--- src/rtl/fetch_pkg.sv ---
// Shared types and constants for the instruction-fetch front end.
package fetch_pkg;

    localparam int FETCH_ADDR_W = 32;
    localparam int FETCH_DATA_W = 32;

    localparam logic [FETCH_DATA_W-1:0] NOP_INSTR = 32'h0000_0013;

    typedef struct packed {
        logic [FETCH_ADDR_W-1:0] pc;
        logic [FETCH_DATA_W-1:0] instr;
    } fetch_entry_t;

    // Fetches are word-granular, so the low two address bits are always forced to zero.
    function automatic logic [FETCH_ADDR_W-1:0] align_pc(input logic [FETCH_ADDR_W-1:0] pc);
        return {pc[FETCH_ADDR_W-1:2], 2'b00};
    endfunction

endpackage

--- src/rtl/fetch_fifo.sv ---
// Prefetch FIFO of {pc, instr} entries; flush wins over a same-cycle push.
module fetch_fifo
    import fetch_pkg::*;
#(
    parameter int DEPTH = 4
) (
    input  logic                       clk,
    input  logic                       reset,
    input  logic                       flush_i,
    input  logic                       push_i,
    input  fetch_entry_t               entry_i,
    input  logic                       pop_i,
    output fetch_entry_t               head_o,
    output logic [$clog2(DEPTH):0]     count_o,
    output logic                       empty_o,
    output logic                       full_o
);

    localparam int PTR_W = $clog2(DEPTH);
    localparam int CNT_W = PTR_W + 1;

    fetch_entry_t            mem_q [DEPTH];
    logic [PTR_W-1:0]        wr_ptr_q;
    logic [PTR_W-1:0]        rd_ptr_q;
    logic [CNT_W-1:0]        count_q;
    logic                    do_push;
    logic                    do_pop;

    assign do_push = push_i && !flush_i;
    assign do_pop  = pop_i && !flush_i && (count_q != '0);

    always_ff @(posedge clk) begin
        if (reset || flush_i) begin
            wr_ptr_q <= '0;
            rd_ptr_q <= '0;
            count_q  <= '0;
        end else begin
            if (do_push) begin
                wr_ptr_q <= wr_ptr_q + PTR_W'(1);
            end
            if (do_pop) begin
                rd_ptr_q <= rd_ptr_q + PTR_W'(1);
            end
            count_q <= count_q + CNT_W'(do_push) - CNT_W'(do_pop);
        end
    end

    // Storage is not reset; the count alone decides which slots are meaningful.
    always_ff @(posedge clk) begin
        if (!reset && do_push) begin
            mem_q[wr_ptr_q] <= entry_i;
        end
    end

    assign head_o  = mem_q[rd_ptr_q];
    assign count_o = count_q;
    assign empty_o = (count_q == '0);
    assign full_o  = (count_q == CNT_W'(DEPTH));

endmodule

--- src/rtl/fetch_stage.sv ---
// Instruction-fetch front end: owns the PC, issues credit-limited fetches and
// hands {pc, instr} downstream, discarding responses orphaned by a redirect.
module fetch_stage
    import fetch_pkg::*;
#(
    parameter int                    ADDR_WIDTH = FETCH_ADDR_W,
    parameter int                    DATA_WIDTH = FETCH_DATA_W,
    parameter logic [ADDR_WIDTH-1:0] RESET_PC   = '0,
    parameter int                    FIFO_DEPTH = 4
) (
    input  logic                  clk,
    input  logic                  reset,
    output logic                  imem_req_valid,
    input  logic                  imem_req_ready,
    output logic [ADDR_WIDTH-1:0] imem_req_addr,
    input  logic                  imem_rsp_valid,
    input  logic [DATA_WIDTH-1:0] imem_rsp_data,
    input  logic                  redirect_valid,
    input  logic [ADDR_WIDTH-1:0] redirect_pc,
    output logic                  if_valid,
    input  logic                  if_ready,
    output logic [DATA_WIDTH-1:0] if_instr,
    output logic [ADDR_WIDTH-1:0] if_pc
);

    localparam int CNT_W = $clog2(FIFO_DEPTH) + 1;
    localparam logic [CNT_W:0] DEPTH_W = (CNT_W+1)'(FIFO_DEPTH);

    logic [ADDR_WIDTH-1:0] fetch_pc_q, fetch_pc_d;
    logic [ADDR_WIDTH-1:0] rsp_pc_q, rsp_pc_d;
    logic [CNT_W-1:0]      live_cnt_q, live_cnt_d;
    logic [CNT_W-1:0]      discard_cnt_q, discard_cnt_d;

    logic                  req_hs;
    logic                  rsp_live;
    logic                  fifo_push;
    logic                  fifo_pop;
    logic                  fifo_empty;
    logic                  fifo_full;
    logic [CNT_W-1:0]      fifo_count;
    fetch_entry_t          fifo_head;
    fetch_entry_t          fifo_entry;

    // Credits: buffered plus live must fit the FIFO, and every outstanding
    // request (live or doomed) must fit the response-tracking counters.
    assign imem_req_valid = !reset
        && (({1'b0, fifo_count} + {1'b0, live_cnt_q}) < DEPTH_W)
        && (({1'b0, live_cnt_q} + {1'b0, discard_cnt_q}) < DEPTH_W);
    assign imem_req_addr  = fetch_pc_q;
    assign req_hs         = imem_req_valid && imem_req_ready;
    assign rsp_live       = imem_rsp_valid && (discard_cnt_q == '0);

    always_comb begin
        fetch_pc_d    = fetch_pc_q;
        rsp_pc_d      = rsp_pc_q;
        live_cnt_d    = live_cnt_q;
        discard_cnt_d = discard_cnt_q;
        fifo_push     = 1'b0;
        if (redirect_valid) begin
            fetch_pc_d    = align_pc(redirect_pc);
            rsp_pc_d      = align_pc(redirect_pc);
            live_cnt_d    = '0;
            // A response this cycle retires one tracked request whichever counter owned it.
            discard_cnt_d = discard_cnt_q + live_cnt_q + CNT_W'(req_hs) - CNT_W'(imem_rsp_valid);
        end else begin
            if (req_hs) begin
                fetch_pc_d = fetch_pc_q + ADDR_WIDTH'(4);
            end
            if (imem_rsp_valid && !rsp_live) begin
                discard_cnt_d = discard_cnt_q - CNT_W'(1);
            end
            if (rsp_live) begin
                fifo_push = 1'b1;
                rsp_pc_d  = rsp_pc_q + ADDR_WIDTH'(4);
            end
            live_cnt_d = live_cnt_q + CNT_W'(req_hs) - CNT_W'(rsp_live);
        end
    end

    always_ff @(posedge clk) begin
        if (reset) begin
            fetch_pc_q    <= RESET_PC;
            rsp_pc_q      <= RESET_PC;
            live_cnt_q    <= '0;
            discard_cnt_q <= '0;
        end else begin
            fetch_pc_q    <= fetch_pc_d;
            rsp_pc_q      <= rsp_pc_d;
            live_cnt_q    <= live_cnt_d;
            discard_cnt_q <= discard_cnt_d;
        end
    end

    assign fifo_entry = '{pc: rsp_pc_q, instr: imem_rsp_data};
    assign fifo_pop   = if_valid && if_ready;

    fetch_fifo #(
        .DEPTH (FIFO_DEPTH)
    ) u_fifo (
        .clk     (clk),
        .reset   (reset),
        .flush_i (redirect_valid),
        .push_i  (fifo_push),
        .entry_i (fifo_entry),
        .pop_i   (fifo_pop),
        .head_o  (fifo_head),
        .count_o (fifo_count),
        .empty_o (fifo_empty),
        .full_o  (fifo_full)
    );

    assign if_valid = !fifo_empty && !redirect_valid;
    assign if_instr = if_valid ? fifo_head.instr : NOP_INSTR;
    assign if_pc    = if_valid ? fifo_head.pc : '0;

`ifndef SYNTHESIS
    // The credit rule reserves a slot for every live request, so a push can never meet a full FIFO.
    always @(posedge clk) begin
        if (!reset) begin
            assert (!(fifo_push && fifo_full));
        end
    end
`endif

endmodule

--- config.mk ---
export PLATFORM = sky130hd
export DESIGN_NAME = fetch_stage
export DESIGN_NICKNAME = d
export VERILOG_FILES = /design/src/rtl/fetch_pkg.sv /design/src/rtl/fetch_fifo.sv /design/src/rtl/fetch_stage.sv
export SDC_FILE = /design/constraint.sdc
export NUM_CORES = 1
export LEC_CHECK = 0
export CORE_MARGIN = 5
export CORE_UTILIZATION = 50
export DETAILED_ROUTE_END_ITERATION = 7
export PLACE_DENSITY = 0.8
export SLEW_MARGIN = 10
export SYNTH_ARGS = -nofsm -noshare
export SYNTH_HDL_FRONTEND = slang
export SYNTH_SLANG_ARGS = --single-unit
--- constraint.sdc ---
create_clock -name clk -period 3.3 [get_ports clk]
set_input_delay 0.33 -clock clk [delete_from_list [all_inputs] [get_ports clk]]
set_output_delay 0.33 -clock clk [all_outputs]
set_load 0.05 [all_outputs]
==> results.json, run 1 <==
{
  "status": "completed",
  "crit_arrival_ns": 2.82,
  "ys.warnings.count": 0,
  "wl_per_cell_um": 19.6,
  "design.portCount": 168,
  "num_vias": 8085,
  "worst-setup-path-type": "reg -> out",
  "maxCapViolCount": 0,
  "core_area_sq_um": 26800,
  "fin_nets": 1167,
  "synth_edf_count": 248,
  "fin_crit_ns": 3.15,
  "grt_pass1_vias": 8212,
  "grt_max_degree": 63,
  "grt_overflow": 0,
  "gp_congestion": 0.868,
  "cts_tree": "built",
  "clk_pin_slew_ns": 0.06,
  "avgViaCountPerCell": 5.61,
  "synth.distinct_cells": 53,
  "worst_pin_slew_ns": 0.662,
  "vdd_ir_drop_max_uv": 315,
  "initialDrtViolationCount": 631,
  "seqPwrFrac_pct": 47.9,
  "post-route-util_pct": 63.2,
  "crit_chain": "buf_12 -> mux4_2 -> and2_1 -> clkdlybuf4s50_1",
  "grt_usage_pct": 18.5,
  "final_cell_mix": "edfxtp_1, clkdlybuf4s50_1, dfxtp_1, and2_1, mux4_2",
  "clock-sinks": 323,
  "drive_above_1_share_pct": 13.5,
  "async_reset_ff_share_pct": 0,
  "placed_area_sq_um": 15700,
  "timing.hold.ws_ns": 0.474,
  "syn-cell-area_sq_um": 13600,
  "yosysSeqAreaShare_pct": 66.0,
  "antenna_left": 0,
  "tns_ns": 0,
  "setup.worst_path.start_class": "flip-flop",
  "p_clk_share_pct": 40.4,
  "dp_hpwl_um": 17900,
  "rows": 60,
  "hold_viol_final": 0,
  "p_int_mw": 7.49,
  "ys_ff_latch": 323,
  "drt_wl_total_um": 28200,
  "p_per_area_nw_per_um2": 576,
  "rsz0062_at_grt": "false",
  "first_pass_iters": 5,
  "power_leakage_nw": 6.04,
  "num-fill-cells": 1907,
  "drc_errors": 0,
  "clk_latency_ns": 0.51,
  "power_frac_comb_pct": 11.6,
  "syn2layout_area_growth_pct": 24.9,
  "fmax_mhz": 318,
  "fin_area_sq_um": 16900,
  "cts_buffer_depth": 3,
  "swShare_pct": 23.2,
  "slowest_delay_ns": 0.73,
  "required_ns": 2.97,
  "numPortBuffers": 161,
  "synthesis.instances": 901,
  "dieArea_sq_um": 30500,
  "antenna_found_initial": 0,
  "synth-main-ff-cell": "edfxtp_1",
  "layout_commonest_cell": "edfxtp_1",
  "switchingPower_mw": 2.26,
  "start_util_pct": 50.6,
  "crit_path_max_fanout": 31,
  "holdCritPathClass": "in -> reg",
  "die_x_um": 175,
  "grt_pass1_wl_um": 44900,
  "root_buffer": "clkbuf_16",
  "timing.final.crit_share_pct": 95.4,
  "max_slew_margin_pct": 55.5,
  "die_h_um": 175,
  "antenna_cells": 0,
  "final-setup-viol-count": 0,
  "register_area_sq_um": 8950,
  "skew_ns": 0.0208,
  "slew_viol_final": 0,
  "multi_input_area_sq_um": 4260,
  "crit_family": "buffers and inverters",
  "critPathCaptureType": "primary output",
  "cts_setup_buffers": 0,
  "cts-buffers-inserted": 35,
  "cp.buffers_inverters": 2,
  "htreeDepth": 2,
  "synth.avg_cell_area_sq_um": 15.1,
  "slowest_stage": "clkdlybuf4s50_1",
  "reg2reg_slack_ns": 0.46
}
==> kinds of logic after synthesis <==
logic type / count (synthesis) / share of synthesized area, %
flip-flops: 323 / 66.0
AND/OR/NAND/NOR: 228 / 9.42
AO/OA/AOI/OAI: 115 / 5.90
buffers and inverters: 99 / 2.86
multiplexers: 63 / 10.4
XOR/XNOR: 50 / 3.23
adder cells (fa/ha/maj): 22 / 2.25
other: 1 / 0.0276
==> Yosys cell counts (4+ instances only) <==
cell type / number / area [sq um]
o21a_1: 4 / 30.0
a21boi_0: 39 / 293
nor4_1: 19 / 119
dfxtp_1: 75 / 1500
o31a_1: 11 / 96.3
a211oi_1: 4 / 30.0
nor2_1: 31 / 116
nand3_1: 24 / 120
mux4_2: 62 / 1400
a21oi_1: 38 / 190
xnor2_1: 40 / 350
nand2_1: 28 / 105
clkbuf_1: 36 / 135
xor2_1: 10 / 87.6
buf_4: 4 / 30.0
ha_1: 18 / 225
and4_1: 7 / 61.3
buf_1: 8 / 30.0
nor3_1: 13 / 65.1
fa_1: 4 / 80.1
edfxtp_1: 248 / 7450
nand4_1: 10 / 62.6
inv_1: 49 / 184
and2_1: 65 / 407
and3_1: 9 / 56.3
==> routing by layer <==
metal	track usage, %	part of all wire, %
met2	29.0	46
met5	0	0
met4	4.12	1.7
met3	4.02	7.5
met1	26.8	45
==> worst register-to-register path, cell delays in order (launching register included) <==
cell and delay [ns]:
dfxtp_1 0.34, ha_1 0.30, or4_4 0.52, a2111o_1 0.43
buf_4 0.18, nor4_1 0.51, a21boi_0 0.19, o31a_1 0.26
==> area by class of cell <==
cell class / count / area share, %
sequential: 323 / 52.9
clock inverter: 15 / 1.13
timing repair buffer: 183 / 11.5
tap: 341 / 2.52
clock buffer: 47 / 5.81
inverter: 50 / 1.11
multi-input combinational: 482 / 25.1
==> through the flow <==
step	power, mW	setup slack, ns	std cells
2_1_floorplan	5.46	0.122	904
3_3_place_gp	5.86	0.264	1379
3_5_place_dp	5.89	0.246	1379
4_1_cts	9.85	0.0287	1441
5_1_grt	10.2	0.00152	1441
6_report	9.75	0.153	1441
==> sequential cells by signal (all words and copies together), names as in the netlist, named ones only <==
signal and flops:
u_fifo.wr_ptr_q 2, rsp_pc_q 30, u_fifo.mem_q 248, imem_req_addr 30, u_fifo.count_o 3, live_cnt_q 3
u_fifo.rd_ptr_q 2, discard_cnt_q 3
==> timing repair <==
item,CTS,global route
gates resized for setup,0,24
endpoints found under the setup margin,0,24
hold buffers,0,0
==> final timing paths <==
check,from,end,depth (start not counted)
worst max-delay path,flip-flop,if_pc[5],4
worst min-delay path,imem_rsp_data[5],u_fifo.mem_q[2][5]$_DFFE_PP_,1
worst max register to register,live_cnt_q[2]$_SDFF_PP0_,imem_req_addr[29]$_SDFFE_PP0P_,7
worst min register to register,u_fifo.wr_ptr_q[0]$_SDFFE_PP0P_,u_fifo.wr_ptr_q[0]$_SDFFE_PP0P_,2
==> power groups by stage <==
stage	Sequential [mW]	Clock, mW	Combinational, mW
after floorplan	4.80	0	0.657
after global placement	4.74	0	1.12
after detailed placement	4.76	0	1.14
after CTS	4.67	4.03	1.14
after global routing	4.69	4.22	1.24
final	4.67	3.94	1.13
Power figures use the tool's default switching activity.
==> run 2: changes to the inputs <==
--- a/config.mk
+++ b/config.mk
@@ -8,6 +8,7 @@
 export CORE_MARGIN = 5
 export CORE_UTILIZATION = 50
 export DETAILED_ROUTE_END_ITERATION = 7
+export MAX_ROUTING_LAYER = met4
 export PLACE_DENSITY = 0.8
 export SLEW_MARGIN = 10
 export SYNTH_ARGS = -nofsm -noshare
==> run 2 against run 1 <==
Power about the same; die area unchanged; design area did not move; highest routed layer unchanged.
==> results.json, run 2 (same netlist as run 1, synthesis figures left out) <==
{
  "status": "completed",
  "drc_errors": 0,
  "initialDrtViolationCount": 661,
  "max_slew_margin_pct": 54.5,
  "num-fill-cells": 1907,
  "numPortBuffers": 161,
  "final-setup-viol-count": 0,
  "fmax_mhz": 318,
  "p_per_area_nw_per_um2": 576,
  "fin_area_sq_um": 16900,
  "clk_latency_ns": 0.51,
  "rows": 60,
  "met1Wirelength_um": 12900,
  "grt_max_degree": 63,
  "antenna_cells": 0,
  "root_buffer": "clkbuf_16",
  "first_pass_iters": 5,
  "placedCellCount": 1379,
  "syn2layout_area_growth_pct": 24.9,
  "start_util_pct": 50.6,
  "top_layer": "met4",
  "placed_area_sq_um": 15700,
  "slew_viol_final": 0,
  "wl_met2_um": 13000,
  "multi_input_area_sq_um": 4260,
  "grt_pass1_wl_um": 44900,
  "num_vias": 8004,
  "avgViaCountPerCell": 5.55,
  "core_area_sq_um": 26800,
  "cts-buffers-inserted": 35,
  "clk_pin_slew_ns": 0.06,
  "tns_ns": 0,
  "fin_nets": 1167,
  "grt_usage_pct": 19.0,
  "largest_reg_flops": 248,
  "fin_crit_ns": 3.14,
  "crit_chain": "buf_12 -> mux4_2 -> and2_1 -> clkdlybuf4s50_1",
  "register_area_sq_um": 8950,
  "cts_buffer_depth": 3,
  "skew_ns": 0.0205,
  "fin_ws_ns": 0.157,
  "drive_above_1_share_pct": 13.5,
  "ctsHoldBuffers": 0,
  "dieArea_sq_um": 30500,
  "die_x_um": 175,
  "maxCapViolCount": 0,
  "stdcell_count": 1441,
  "timing.final.crit_share_pct": 95.3,
  "timing.hold.ws_ns": 0.474,
  "grt_overflow": 0,
  "critPathCaptureType": "primary output",
  "place_ws_ns": 0.246,
  "slowest_stage": "clkdlybuf4s50_1",
  "reg2reg_slack_ns": 0.45,
  "clock-sinks": 323,
  "crit_arrival_ns": 2.81,
  "setup.worst_path.start_class": "flip-flop",
  "worst_pin_slew_ns": 0.676,
  "cp.buffers_inverters": 2,
  "final_cell_mix": "edfxtp_1, clkdlybuf4s50_1, dfxtp_1, and2_1, mux4_2",
  "required_ns": 2.97,
  "rsz0062_at_grt": "false",
  "htreeDepth": 2,
  "worst-setup-path-type": "reg -> out",
  "design.portCount": 168,
  "vdd_ir_drop_max_uv": 315,
  "drt_wl_total_um": 28200,
  "largest-register": "u_fifo.mem_q",
  "layout_commonest_cell": "edfxtp_1",
  "gp_congestion": 0.882,
  "antenna_left": 0,
  "cts_tree": "built",
  "hold_viol_final": 0,
  "grt_pass1_vias": 8217,
  "wl_per_cell_um": 19.6,
  "die_h_um": 175,
  "crit_path_max_fanout": 31,
  "dp_hpwl_um": 17900,
  "crit_family": "buffers and inverters",
  "met3_length_um": 1880,
  "power_leakage_nw": 6.04,
  "antenna_found_initial": 0,
  "slowest_delay_ns": 0.73,
  "holdCritPathClass": "in -> reg"
}
run 2: cell counts in the layout (fill, tap and decap cells not counted):
No cell type changed its count.
run 2: timing repair:
item	CTS	global route
buffers inserted	0	0
endpoints found under the setup margin	0	24
resized for setup	0	24
run 2: path summary, 6_finish.rpt:
path | start | endpoint | cells after the start
max reg2reg | live_cnt_q[1]$_SDFF_PP0_ | imem_req_addr[29]$_SDFFE_PP0P_ | 7
max | flip-flop | if_pc[5] | 4
min | imem_rsp_data[5] | u_fifo.mem_q[2][5]$_DFFE_PP_ | 1
min reg2reg | u_fifo.wr_ptr_q[0]$_SDFFE_PP0P_ | u_fifo.wr_ptr_q[0]$_SDFFE_PP0P_ | 2
run 2: layout make-up:
type / count / area share, %
Timing Repair Buffer: 183 / 11.5
Clock buffer: 47 / 5.81
Inverter: 50 / 1.11
Clock inverter: 15 / 1.13
Multi-Input combinational cell: 482 / 25.1
Sequential cell: 323 / 52.9
Tap cell: 341 / 2.52
run 2: through the flow:
step           power [mW]  util, %
2_1_floorplan        5.46        -
3_3_place_gp         5.86     58.6
3_5_place_dp         5.89     58.6
4_1_cts              9.85     63.0
5_1_grt              10.2     63.2
6_report             9.75     63.2
run 2: metal layers:
metal  vias up  global-route usage, %
li1       3746                      -
met1      3939                   27.2
met2       278                   29.0
met3        41                   3.53
met4         0                   4.12
met5         -                      -
run 2: report_power, final:
group / switching, mW / internal, mW / total, mW
logic: 0.648 / 0.485 / 1.13
clock network: 1.47 / 2.47 / 3.94
registers: 0.142 / 4.53 / 4.67
total: 2.26 / 7.49 / 9.75
==> variant: new RTL, settings of run 1 <==
Set the package constant `FETCH_ADDR_W` to 16 (it was 32).
--- a/src/rtl/fetch_pkg.sv
+++ b/src/rtl/fetch_pkg.sv
@@ -3,3 +3,3 @@
 
-    localparam int FETCH_ADDR_W = 32;
+    localparam int FETCH_ADDR_W = 16;
     localparam int FETCH_DATA_W = 32;
Ports: changed (resized if_pc, imem_req_addr and redirect_pc); port bits go from 168 to 120. The function was not compared with the original's and may differ.
==> variant against run 1 <==
Total power down 31%; synthesized area down 30%; synthesized cell count down 33%; wire length down 31%; highest routed layer unchanged; worst setup slack better by 200 ps; via count down 31%; utilization up 1.4 points; cell area down 28%; largest cell class unchanged; sequential cell count down 96.
==> variant: results (changes against run 1) <==
stage,metric,value,unit,change
power_and_ir_drop,worst_ir_drop_vdd,0.363,mV,+15%
finish,largest_reg_flops,184,,-26%
critical_path,crit_type,flip-flop to flip-flop,,
finish,fillers,1296,,-32%
sta,finClkSkew,14.9,ps,-5.95 ps
critical_path,cp_slowest_cell,or4_4,,
global_route,groute.layer.met2.usage,29.2,%,+0.12 points
sta,tightest_slew,812,ps,+150 ps
critical_path,r2r_end,live_cnt_q[2]$_SDFF_PP0_,,
logic_synthesis,yosysUniqueCellTypes,45,,-15%
logic_synthesis,yosys-top-cells-area,"edfxtp_1 58%, mux4_2 11%, dfxtp_1 9.0%",,
power_and_ir_drop,p_leak,4.03,nW,-33%
place,gp_congestion,0.850,,-2.1%
logic_synthesis,synthMuxAreaShare,11.0,%,+0.61 points
global_route,grt_max_degree,47,,-25%
finish,area.growth.synth_to_final,27.1,%,
logic_synthesis,seq_area_frac_synth,67.0,%,+1.0 points
finish,drive_above_1_share,19.7,%,+6.3 points
critical_path,slowest_delay,500,ps,-230 ps
power_and_ir_drop,swShare,24.2,%,+1.1 points
run_status,outcome,"complete, no violations",,
critical_path,critical_path_arrival,3320,ps,+500 ps
place,port_buffers,113,,-30%
logic_synthesis,synth_common_cells,"184 x edfxtp_1, 49 x and2_1, 46 x mux4_2",,
global_route,use_met1,25.1,%,-1.7 points
-- variant: cell types whose count changed after synthesis, moves of 20 or more --
cell / before / now
edfxtp_1: 248 / 184
inv_1: 49 / 28
dfxtp_1: 75 / 43
xnor2_1: 40 / 20
a21boi_0: 39 / 7
a21oi_1: 38 / 16
-- variant: layout make-up --
cell class,count,share of cell area [%]
flip-flops and latches,227,52.7
inverters,28,0.867
repair buffers,125,14.1
clock inverters,8,0.496
clock buffers,33,5.40
well taps,234,2.42
multi-input cells,314,24.0
-- variant: stage by stage --
stage          cells  hold WS [ps]  power [W]
2_1_floorplan    605           429    0.00397
3_3_place_gp     928           505    0.00428
3_5_place_dp     928           514    0.00433
4_1_cts          969           457    0.00676
5_1_grt          969           466    0.00700
6_report         969           477    0.00670
-- variant: power groups by stage --
stage               Sequential, W  Clock (W)  Combinational, W
floorplan                 0.00336          0          0.000604
global placement          0.00334          0          0.000947
detailed placement        0.00335          0          0.000986
CTS                       0.00329    0.00249          0.000990
global route              0.00330    0.00262           0.00108
finish                    0.00329    0.00243          0.000988
-- variant: how the worst min path moves through the flow --
| stage | start | end | slack [ps] | cells after the start |
|---|---|---|---|---|
| floorplan | imem_rsp_data[0] | u_fifo.mem_q[0][0]$_DFFE_PP_ | 430 | 0 |
| global placement | u_fifo.rd_ptr_q[1]$_SDFFE_PP0P_ | flip-flop | 510 | 2 |
| detailed placement | rsp_pc_q[15]$_SDFFE_PP0P_ | u_fifo.mem_q[0][47]$_DFFE_PP_ | 510 | 0 |
| CTS | imem_rsp_data[6] | u_fifo.mem_q[1][6]$_DFFE_PP_ | 460 | 1 |
| global route | imem_rsp_data[6] | u_fifo.mem_q[1][6]$_DFFE_PP_ | 470 | 1 |
| finish | imem_rsp_data[6] | u_fifo.mem_q[1][6]$_DFFE_PP_ | 480 | 1 |
